==> src/rtl/rv_pipe_pkg.sv <==
// Shared pipeline widths, control bit map and ID/EX bundle.
// Imported by every stage of the integer pipe.
package rv_pipe_pkg;

  localparam int XLEN   = 64;
  localparam int CTRL_W = 8;
  localparam int CNT_W  = 32;

  localparam int CTRL_USE_RS1   = 7;
  localparam int CTRL_USE_RS2   = 6;
  localparam int CTRL_MEM_READ  = 5;
  localparam int CTRL_MEM_WRITE = 4;
  localparam int CTRL_REG_WRITE = 3;
  localparam int CTRL_ALU_SRC   = 2;
  localparam int CTRL_ALU_OP_HI = 1;
  localparam int CTRL_ALU_OP_LO = 0;

  typedef struct packed {
    logic              valid;
    logic [XLEN-1:0]   rs1_data;
    logic [XLEN-1:0]   rs2_data;
    logic [XLEN-1:0]   imm;
    logic [XLEN-1:0]   pc;
    logic [4:0]        rd;
    logic [CTRL_W-1:0] ctrl;
  } id_ex_t;

endpackage

==> src/rtl/fwd_mux.sv <==
// Per-source operand select: x0 zero, EX/MEM, MEM/WB, then
// register file data, in that priority.
module fwd_mux
  import rv_pipe_pkg::*;
(
  input  logic [4:0]      addr,
  input  logic [XLEN-1:0] rs_data,
  input  logic            exm_reg_write,
  input  logic [4:0]      exm_rd,
  input  logic [XLEN-1:0] exm_result,
  input  logic            wb_wen,
  input  logic [4:0]      wb_rd,
  input  logic [XLEN-1:0] wb_data,
  output logic [XLEN-1:0] operand
);

  // Register file does not hardwire x0, so zero is forced here.
  always_comb begin
    operand = rs_data;
    if (addr == 5'd0)
      operand = '0;
    else if (exm_reg_write && exm_rd == addr)
      operand = exm_result;
    else if (wb_wen && wb_rd == addr)
      operand = wb_data;
  end

endmodule

==> src/rtl/operand_fetch_stage.sv <==
// ID->EX stage: operand fetch, forwarding, load-use bubble,
// stall/flush handling and bubble counter.
module operand_fetch_stage
  import rv_pipe_pkg::*;
(
  input  logic              clk,
  input  logic              rst_n,
  input  logic              id_valid,
  output logic              id_ready,
  input  logic [4:0]        id_rs1_addr,
  input  logic [4:0]        id_rs2_addr,
  input  logic [4:0]        id_rd_addr,
  input  logic [XLEN-1:0]   id_imm,
  input  logic [XLEN-1:0]   id_pc,
  input  logic [CTRL_W-1:0] id_ctrl,
  output logic [4:0]        Rs1_addr,
  output logic [4:0]        Rs2_addr,
  input  logic [XLEN-1:0]   Rs1_data,
  input  logic [XLEN-1:0]   Rs2_data,
  input  logic              exm_reg_write,
  input  logic [4:0]        exm_rd,
  input  logic [XLEN-1:0]   exm_result,
  input  logic              wb_wen,
  input  logic [4:0]        wb_rd,
  input  logic [XLEN-1:0]   wb_data,
  input  logic              flush,
  input  logic              ex_ready,
  output logic              ex_valid,
  output logic [XLEN-1:0]   ex_rs1_data,
  output logic [XLEN-1:0]   ex_rs2_data,
  output logic [XLEN-1:0]   ex_imm,
  output logic [XLEN-1:0]   ex_pc,
  output logic [4:0]        ex_rd,
  output logic [CTRL_W-1:0] ex_ctrl,
  output logic [CNT_W-1:0]  stall_cnt
);

  id_ex_t           ex_q, ex_d;
  logic [CNT_W-1:0] stall_cnt_q, stall_cnt_d;
  logic [XLEN-1:0]  op1, op2;
  logic             hazard;
  logic             hit1, hit2;

  assign Rs1_addr = id_rs1_addr;
  assign Rs2_addr = id_rs2_addr;

  fwd_mux u_fwd_rs1 (
    .addr          (id_rs1_addr),
    .rs_data       (Rs1_data),
    .exm_reg_write (exm_reg_write),
    .exm_rd        (exm_rd),
    .exm_result    (exm_result),
    .wb_wen        (wb_wen),
    .wb_rd         (wb_rd),
    .wb_data       (wb_data),
    .operand       (op1)
  );

  fwd_mux u_fwd_rs2 (
    .addr          (id_rs2_addr),
    .rs_data       (Rs2_data),
    .exm_reg_write (exm_reg_write),
    .exm_rd        (exm_rd),
    .exm_result    (exm_result),
    .wb_wen        (wb_wen),
    .wb_rd         (wb_rd),
    .wb_data       (wb_data),
    .operand       (op2)
  );

  always_comb begin
    hit1   = id_ctrl[CTRL_USE_RS1] && ex_q.rd == id_rs1_addr;
    hit2   = id_ctrl[CTRL_USE_RS2] && ex_q.rd == id_rs2_addr;
    hazard = ex_q.valid && ex_q.ctrl[CTRL_MEM_READ]
             && ex_q.rd != 5'd0 && (hit1 || hit2);
  end

  assign id_ready = ex_ready & ~hazard & ~flush;

  // Flush beats both a stall and a load-use bubble.
  always_comb begin
    ex_d        = ex_q;
    stall_cnt_d = stall_cnt_q;
    if (flush) begin
      ex_d.valid = 1'b0;
    end else if (!ex_ready) begin
      ex_d = ex_q;
    end else if (hazard) begin
      ex_d.valid = 1'b0;
      if (id_valid)
        stall_cnt_d = stall_cnt_q + 1'b1;
    end else begin
      ex_d.valid    = id_valid;
      ex_d.rs1_data = op1;
      ex_d.rs2_data = op2;
      ex_d.imm      = id_imm;
      ex_d.pc       = id_pc;
      ex_d.rd       = id_rd_addr;
      ex_d.ctrl     = id_ctrl;
    end
  end

  always_ff @(posedge clk or negedge rst_n) begin
    if (!rst_n) begin
      ex_q        <= '0;
      stall_cnt_q <= '0;
    end else begin
      ex_q        <= ex_d;
      stall_cnt_q <= stall_cnt_d;
    end
  end

  assign ex_valid    = ex_q.valid;
  assign ex_rs1_data = ex_q.rs1_data;
  assign ex_rs2_data = ex_q.rs2_data;
  assign ex_imm      = ex_q.imm;
  assign ex_pc       = ex_q.pc;
  assign ex_rd       = ex_q.rd;
  assign ex_ctrl     = ex_q.ctrl;
  assign stall_cnt   = stall_cnt_q;

endmodule

==> config.mk <==
export PLATFORM = sky130hd
export DESIGN_NAME = operand_fetch_stage
export DESIGN_NICKNAME = d
export VERILOG_FILES = /design/src/rtl/rv_pipe_pkg.sv /design/src/rtl/fwd_mux.sv /design/src/rtl/operand_fetch_stage.sv
export SDC_FILE = /design/constraint.sdc
export NUM_CORES = 1
export LEC_CHECK = 0
export CAP_MARGIN = 30
export CORE_AREA = 2 2 286 288
export DETAILED_ROUTE_END_ITERATION = 7
export DIE_AREA = 0 0 288 290
export PLACE_DENSITY = 0.53
export SLEW_MARGIN = 40
export SYNTH_ARGS = -nofsm -noshare
export SYNTH_HDL_FRONTEND = slang
export SYNTH_HIERARCHICAL = 1
export SYNTH_SLANG_ARGS = --single-unit
==> constraint.sdc <==
create_clock -name clk -period 5.4 [get_ports clk]
set_input_delay 1.08 -clock clk [delete_from_list [all_inputs] [get_ports clk]]
set_output_delay 1.08 -clock clk [all_outputs]
set_load 0.1 [all_outputs]
==> impl_metrics.env, run 1 <==
export IMPL_ir_drop_mv=0.285
export IMPL_first_global_vias=16600
export IMPL_cp_arrival_ns=3.09
export IMPL_setup_viol=0
export IMPL_ctsHoldBuffers=0
export IMPL_ys_seq_elements=302
export IMPL_grt_pass1_wl_mm=118
export IMPL_cp_max_fo=25
export IMPL_wl_per_cell_um=25.9
export IMPL_rows=104
export IMPL_p_per_area_nw_per_um2=400
export IMPL_ant_nets=0
export IMPL_die_area_sq_um=83500
export IMPL_cts_buffers=41
export IMPL_met3_usage=0.0636
export IMPL_io_buffers=736
export IMPL_ctsResizeCount=0
export IMPL_drive_gt1_frac=0.333
export IMPL_crit_path_end_kind="primary output"
export IMPL_finalSetupTns_ns=0
export IMPL_finClkSkew_ns=0.0190
export IMPL_busiest_layer="met2"
export IMPL_die_w_um=288
export IMPL_die_h_um=290
export IMPL_grt_overflow=0
export IMPL_critical_path_class="input pin to primary output"
export IMPL_met1_usage=0.230
export IMPL_p_leak_nw=9.28
export IMPL_finalMaxSlewViolations=0
export IMPL_synthCells=1421
export IMPL_ys_seq_area_frac=0.462
export IMPL_cts_tree="done"
export IMPL_finalCritPeriodShare=0.771
export IMPL_final_cell_mix="clkdlybuf4s50_1 (421), buf_2 (305), dfrtp_1 (302)"
export IMPL_yosys_area_top_type="dfrtp_1"
export IMPL_start_kind="input pin"
export IMPL_drt_iter0_drc=1387
export IMPL_cts_num_sinks=302
export IMPL_core_sq_um=80200
export IMPL_htree_levels=2
export IMPL_antenna_found_initial=13
export IMPL_worst_pin_slew_ns=0.839
export IMPL_synth_warnings=6
export IMPL_syn_nets=1846
export IMPL_finalWirelength_mm=82.2
export IMPL_rsz0062_at_grt="false"
export IMPL_hold_violations=0
export IMPL_ys_flop_type="dfrtp_1"
export IMPL_syn2layout_area_growth_pct=46.9
export IMPL_drc_errors=0
export IMPL_cp_data_required_time_ns=4.32
export IMPL_clk_pin_slew_ns=0.06
export IMPL_insertion_delay_ns=0.57
export IMPL_synth_area_top_cells="dfrtp_1 (46%), mux2_2 (19%), a311oi_1 (6.9%), nand4_1 (5.7%), nor3_1 (4.0%)"
export IMPL_clock_tree_buffer_depth=3
export IMPL_post_cts_buffers=0
export IMPL_power_mw=9.60
export IMPL_maxCapViolCount=0
export IMPL_yosysTopAreaCellShare=0.462
export IMPL_max_freq_ghz=0.240
export IMPL_synth_edf_count=0
export IMPL_relSlewSlack=0.441
export IMPL_first_pass_iters=8
export IMPL_grt_use_met2=0.313
export IMPL_root_buffer="clkbuf_16"
export IMPL_dpl_hpwl_mm=59.3
export IMPL_viasPerCell=5.02
export IMPL_place_congestion=0.923
export IMPL_ios=737
export IMPL_fin_nets=2501
export IMPL_dr_total_vias=15900
export IMPL_final_common_cell="clkdlybuf4s50_1"
export IMPL_hp_class="register to register"
export IMPL_rrSetupSlack_ns=2.16
export IMPL_async_flop_share=1.00
export IMPL_min_period_ns=4.17
export IMPL_grtUsageTotal=0.189
export IMPL_outcome="finished, final reports clean"
export IMPL_syn_cell_area_sq_um=16300
export IMPL_grt_max_degree=91
export IMPL_syn_area_per_cell_sq_um=11.5
export IMPL_initial_core_util=0.204
export IMPL_synth_cell_type_count=42
[power breakdown]
group	leakage [nW]	internal, mW	switching, mW	total, mW
Combinational	5.03	0.872	3.28	4.15
Sequential	3.63	2.59	0.183	2.77
Clock	0.625	1.54	1.14	2.68
Total	9.28	5.00	4.60	9.60
[logic make-up after synthesis]
group	after synthesis	synth area share
AO/OA/AOI/OAI	262	0.111
XOR/XNOR	61	0.0336
adder cells (fa/ha/maj)	1	0.000765
buffers and inverters	165	0.0805
flip-flops	302	0.462
multiplexers	269	0.185
AND/OR/NAND/NOR	361	0.126
[sequential cells by signal (all words and copies together), names as in the netlist]
register	flops
ex_imm	64
ex_pc	64
ex_rs1_data	64
ex_rs2_data	64
stall_cnt	32
ex_ctrl	8
ex_rd	5
ex_valid	1
[critical path, cell delays in order]
cell and delay [ns]:
clkdlybuf4s50_1 0.73, xnor2_1 0.18, nand4_1 0.18, o22ai_2 0.20, buf_4 0.31, a21oi_4 0.18
buf_12 0.21
[stage by stage]
step	utilization	hold slack [ns]	area, sq um	setup slack [ns]	cells
final	0.300	0.498	24000	1.23	3169
after CTS	0.299	0.502	24000	1.21	3165
after global routing	0.300	0.512	24000	1.14	3167
after global placement	0.302	0.461	24200	1.16	3092
after floorplan	-	0.784	16300	1.89	1421
after detailed placement	0.283	0.489	22700	1.15	3093
[Yosys cell counts, types with 2 or more instances]
cell and n:
a311oi_1 128, and3_1 6, and4_1 5, buf_2 38, buf_4 27, buf_6 14, buf_8 18, bufbuf_8 4
clkbuf_1 42, clkbuf_8 16, dfrtp_1 302, dlygate4sd1_1 4, inv_1 2, mux2_2 269, nand2_1 18, nand2_2 2
nand3_1 15, nand4_1 150, nand4_2 2, nand4b_1 3, nor2_1 6, nor2_4 2, nor3_1 132, nor4_1 9
o21ai_0 128, or2_1 2, or4_1 4, xnor2_1 52, xnor2_2 2, xor2_1 7
[worst paths after layout]
check | startpoint | cells past startpoint | endpoint
min reg2reg | ex_imm[43] | 1 | ex_imm[43]
min in group asynchronous | rst_n | 1 | ex_rs1_data[20]
max in group asynchronous | rst_n | 2 | ex_valid
max | id_rs2_addr[0] | 7 | id_ready
max reg2reg | ex_rd[1] | 5 | ex_pc[16]
min | ex_imm[43] | 1 | ex_imm[43]
[metal layers]
layer	up-vias	wire (um)
met2	1090	38600
li1	6801	-
met5	-	115
met4	18	2670
met1	7823	31400
met3	189	9380
[layout make-up]
class                      count  area (sq um)
timing repair buffer         775          6280
clock inverter                13           136
sequential                   302          7560
tap                         1060          1330
clock buffer                  59          1140
fill                        8360         56100
antenna                        4          10.0
multi-input combinational    954          7560
inverter                       2          7.51
(Power assumes the default switching activity.)
==> run 2, diff against run 1 <==
- PLACE_DENSITY: 0.53 -> 0.55
- clock period: 5.4 -> 3.45 ns (I/O delays scaled with it)
==> impl_metrics.env, run 2 (synthesis results as in run 1) <==
export IMPL_cts_num_sinks=302
export IMPL_cp_max_fo=8
export IMPL_outcome="finished, final reports clean"
export IMPL_final_seq_area_sq_um=7560
export IMPL_n_fill_cell=8264
export IMPL_drt_iter0_drc=1170
export IMPL_place_congestion=0.888
export IMPL_p_per_area_nw_per_um2=615
export IMPL_hold_violations=0
export IMPL_drive_gt1_frac=0.344
export IMPL_first_global_vias=16500
export IMPL_cts_tree="done"
export IMPL_finalMaxSlewViolations=0
export IMPL_cp_data_required_time_ns=2.76
export IMPL_core_sq_um=80200
export IMPL_htree_levels=2
export IMPL_min_period_ns=3.24
export IMPL_io_buffers=736
export IMPL_finalSetupTns_ns=0
export IMPL_placedCellCount=3129
export IMPL_dpl_hpwl_mm=60.1
export IMPL_die_w_um=288
export IMPL_ios=737
export IMPL_reg2reg_to="ex_rs1_data[13]"
export IMPL_ctsHoldBuffers=1
export IMPL_crit_path_end_kind="primary output"
export IMPL_multi_input_area_sq_um=7550
export IMPL_routed_wl_met3_mm=8.20
export IMPL_stdcell_count=3201
export IMPL_rrSetupSlack_ns=0.56
export IMPL_drc_errors=0
export IMPL_cts_buffers=39
export IMPL_finalWirelength_mm=79.6
export IMPL_wirelength_met1_mm=31.3
export IMPL_final_cell_mix="clkdlybuf4s50_1 (421), dfrtp_1 (302), mux2_2 (269)"
export IMPL_grt_pass1_wl_mm=114
export IMPL_cp_slowest_cell="or4_1"
export IMPL_rsz0062_at_grt="false"
export IMPL_ctsResizeCount=0
export IMPL_crit_buf_inv=2
export IMPL_r2r_start="ex_rd[0]"
export IMPL_finalCritPeriodShare=0.939
export IMPL_final_common_cell="clkdlybuf4s50_1"
export IMPL_fin_util=0.312
export IMPL_design_area_sq_um=25000
export IMPL_rr_worst_depth=6
export IMPL_hp_class="register to register"
export IMPL_power_mw=15.4
export IMPL_cp_arrival_ns=2.55
export IMPL_place_ws_ns=-0.0509
export IMPL_die_h_um=290
export IMPL_grt_max_degree=123
export IMPL_hold_ws_ns=0.497
export IMPL_min_to="stall_cnt[31]"
export IMPL_start_kind="register"
export IMPL_wl_per_cell_um=24.9
export IMPL_insertion_delay_ns=0.57
export IMPL_antenna_found_initial=18
export IMPL_rows=104
export IMPL_post_dp_cell_area_sq_um=23600
export IMPL_finClkSkew_ns=0.0256
export IMPL_cp_common_cell="buf_12"
export IMPL_clock_tree_buffer_depth=3
export IMPL_fin_ws_ns=0.211
export IMPL_worst_path_stages=5
export IMPL_met2WireLength_mm=37.8
export IMPL_root_buffer="clkbuf_16"
export IMPL_clk_pin_slew_ns=0.06
export IMPL_min_path_cells=1
export IMPL_ant_nets=0
export IMPL_setup_viol=0
export IMPL_viasPerCell=4.93
export IMPL_fin_nets=2536
export IMPL_crit_chain="or4_1, o211a_1, a21oi_4, buf_12, buf_12"
export IMPL_worst_pin_slew_ns=0.723
export IMPL_hp_start="stall_cnt[31]"
export IMPL_first_pass_iters=6
export IMPL_maxCapViolCount=0
export IMPL_dr_total_vias=15800
export IMPL_max_freq_ghz=0.309
export IMPL_critical_path_class="register to primary output"
export IMPL_p_leak_nw=9.67
export IMPL_ir_drop_mv=0.373
export IMPL_syn2layout_area_growth_pct=52.8
export IMPL_die_area_sq_um=83500
export IMPL_grt_overflow=0
export IMPL_top_layer_used="met5"
export IMPL_initial_core_util=0.204
export IMPL_post_cts_buffers=0
export IMPL_critical_path_top_delay_family="simple AND/OR/NAND/NOR gates"
export IMPL_critPathMaxStageDelay_ns=0.63
export IMPL_relSlewSlack=0.516
export IMPL_grtUsageTotal=0.182
## run 2: worst register-to-register path, delay by kind of cell (launching register included)
family | cells | cell delay (ns)
muxes | 1 | 0.55
AOI/OAI and AO/OA | 2 | 0.54
DFF | 1 | 0.47
buffers and inverters | 2 | 0.59
and+or+nand+nor | 1 | 0.63
## run 2: layout make-up
class	instances	share of cell area
Sequential cell	302	0.302
Multi-Input combinational cell	954	0.302
Timing Repair Buffer	812	0.288
Tap cell	1060	0.0531
Clock buffer	58	0.0455
Clock inverter	11	0.00786
Inverter	2	0.000300
Antenna cell	2	0.000200
## run 2: per-layer routing
metal	up-vias	GRT usage
li1	6880	-
met1	7774	0.222
met2	970	0.306
met3	147	0.0594
met4	24	0.0512
met5	-	0
## run 2: report_power, final
| group | leakage, nW | switching, mW | internal (mW) |
|---|---|---|---|
| clock network | 0.653 | 1.70 | 2.59 |
| logic | 5.39 | 5.12 | 1.57 |
| registers | 3.63 | 0.319 | 4.06 |
## run 2: worst max-delay path by stage
stage	start	slack [ns]	end
after floorplan	ex_rd[1]	0.33	id_ready
after global placement	id_rs2_addr[0]	-0.10	ex_rs2_data[6]
after detailed placement	id_rs2_addr[0]	-0.05	ex_rs2_data[6]
after CTS	ex_rd[0]	0.11	id_ready
after global routing	ex_rd[0]	0.11	id_ready
final	ex_rd[0]	0.21	id_ready
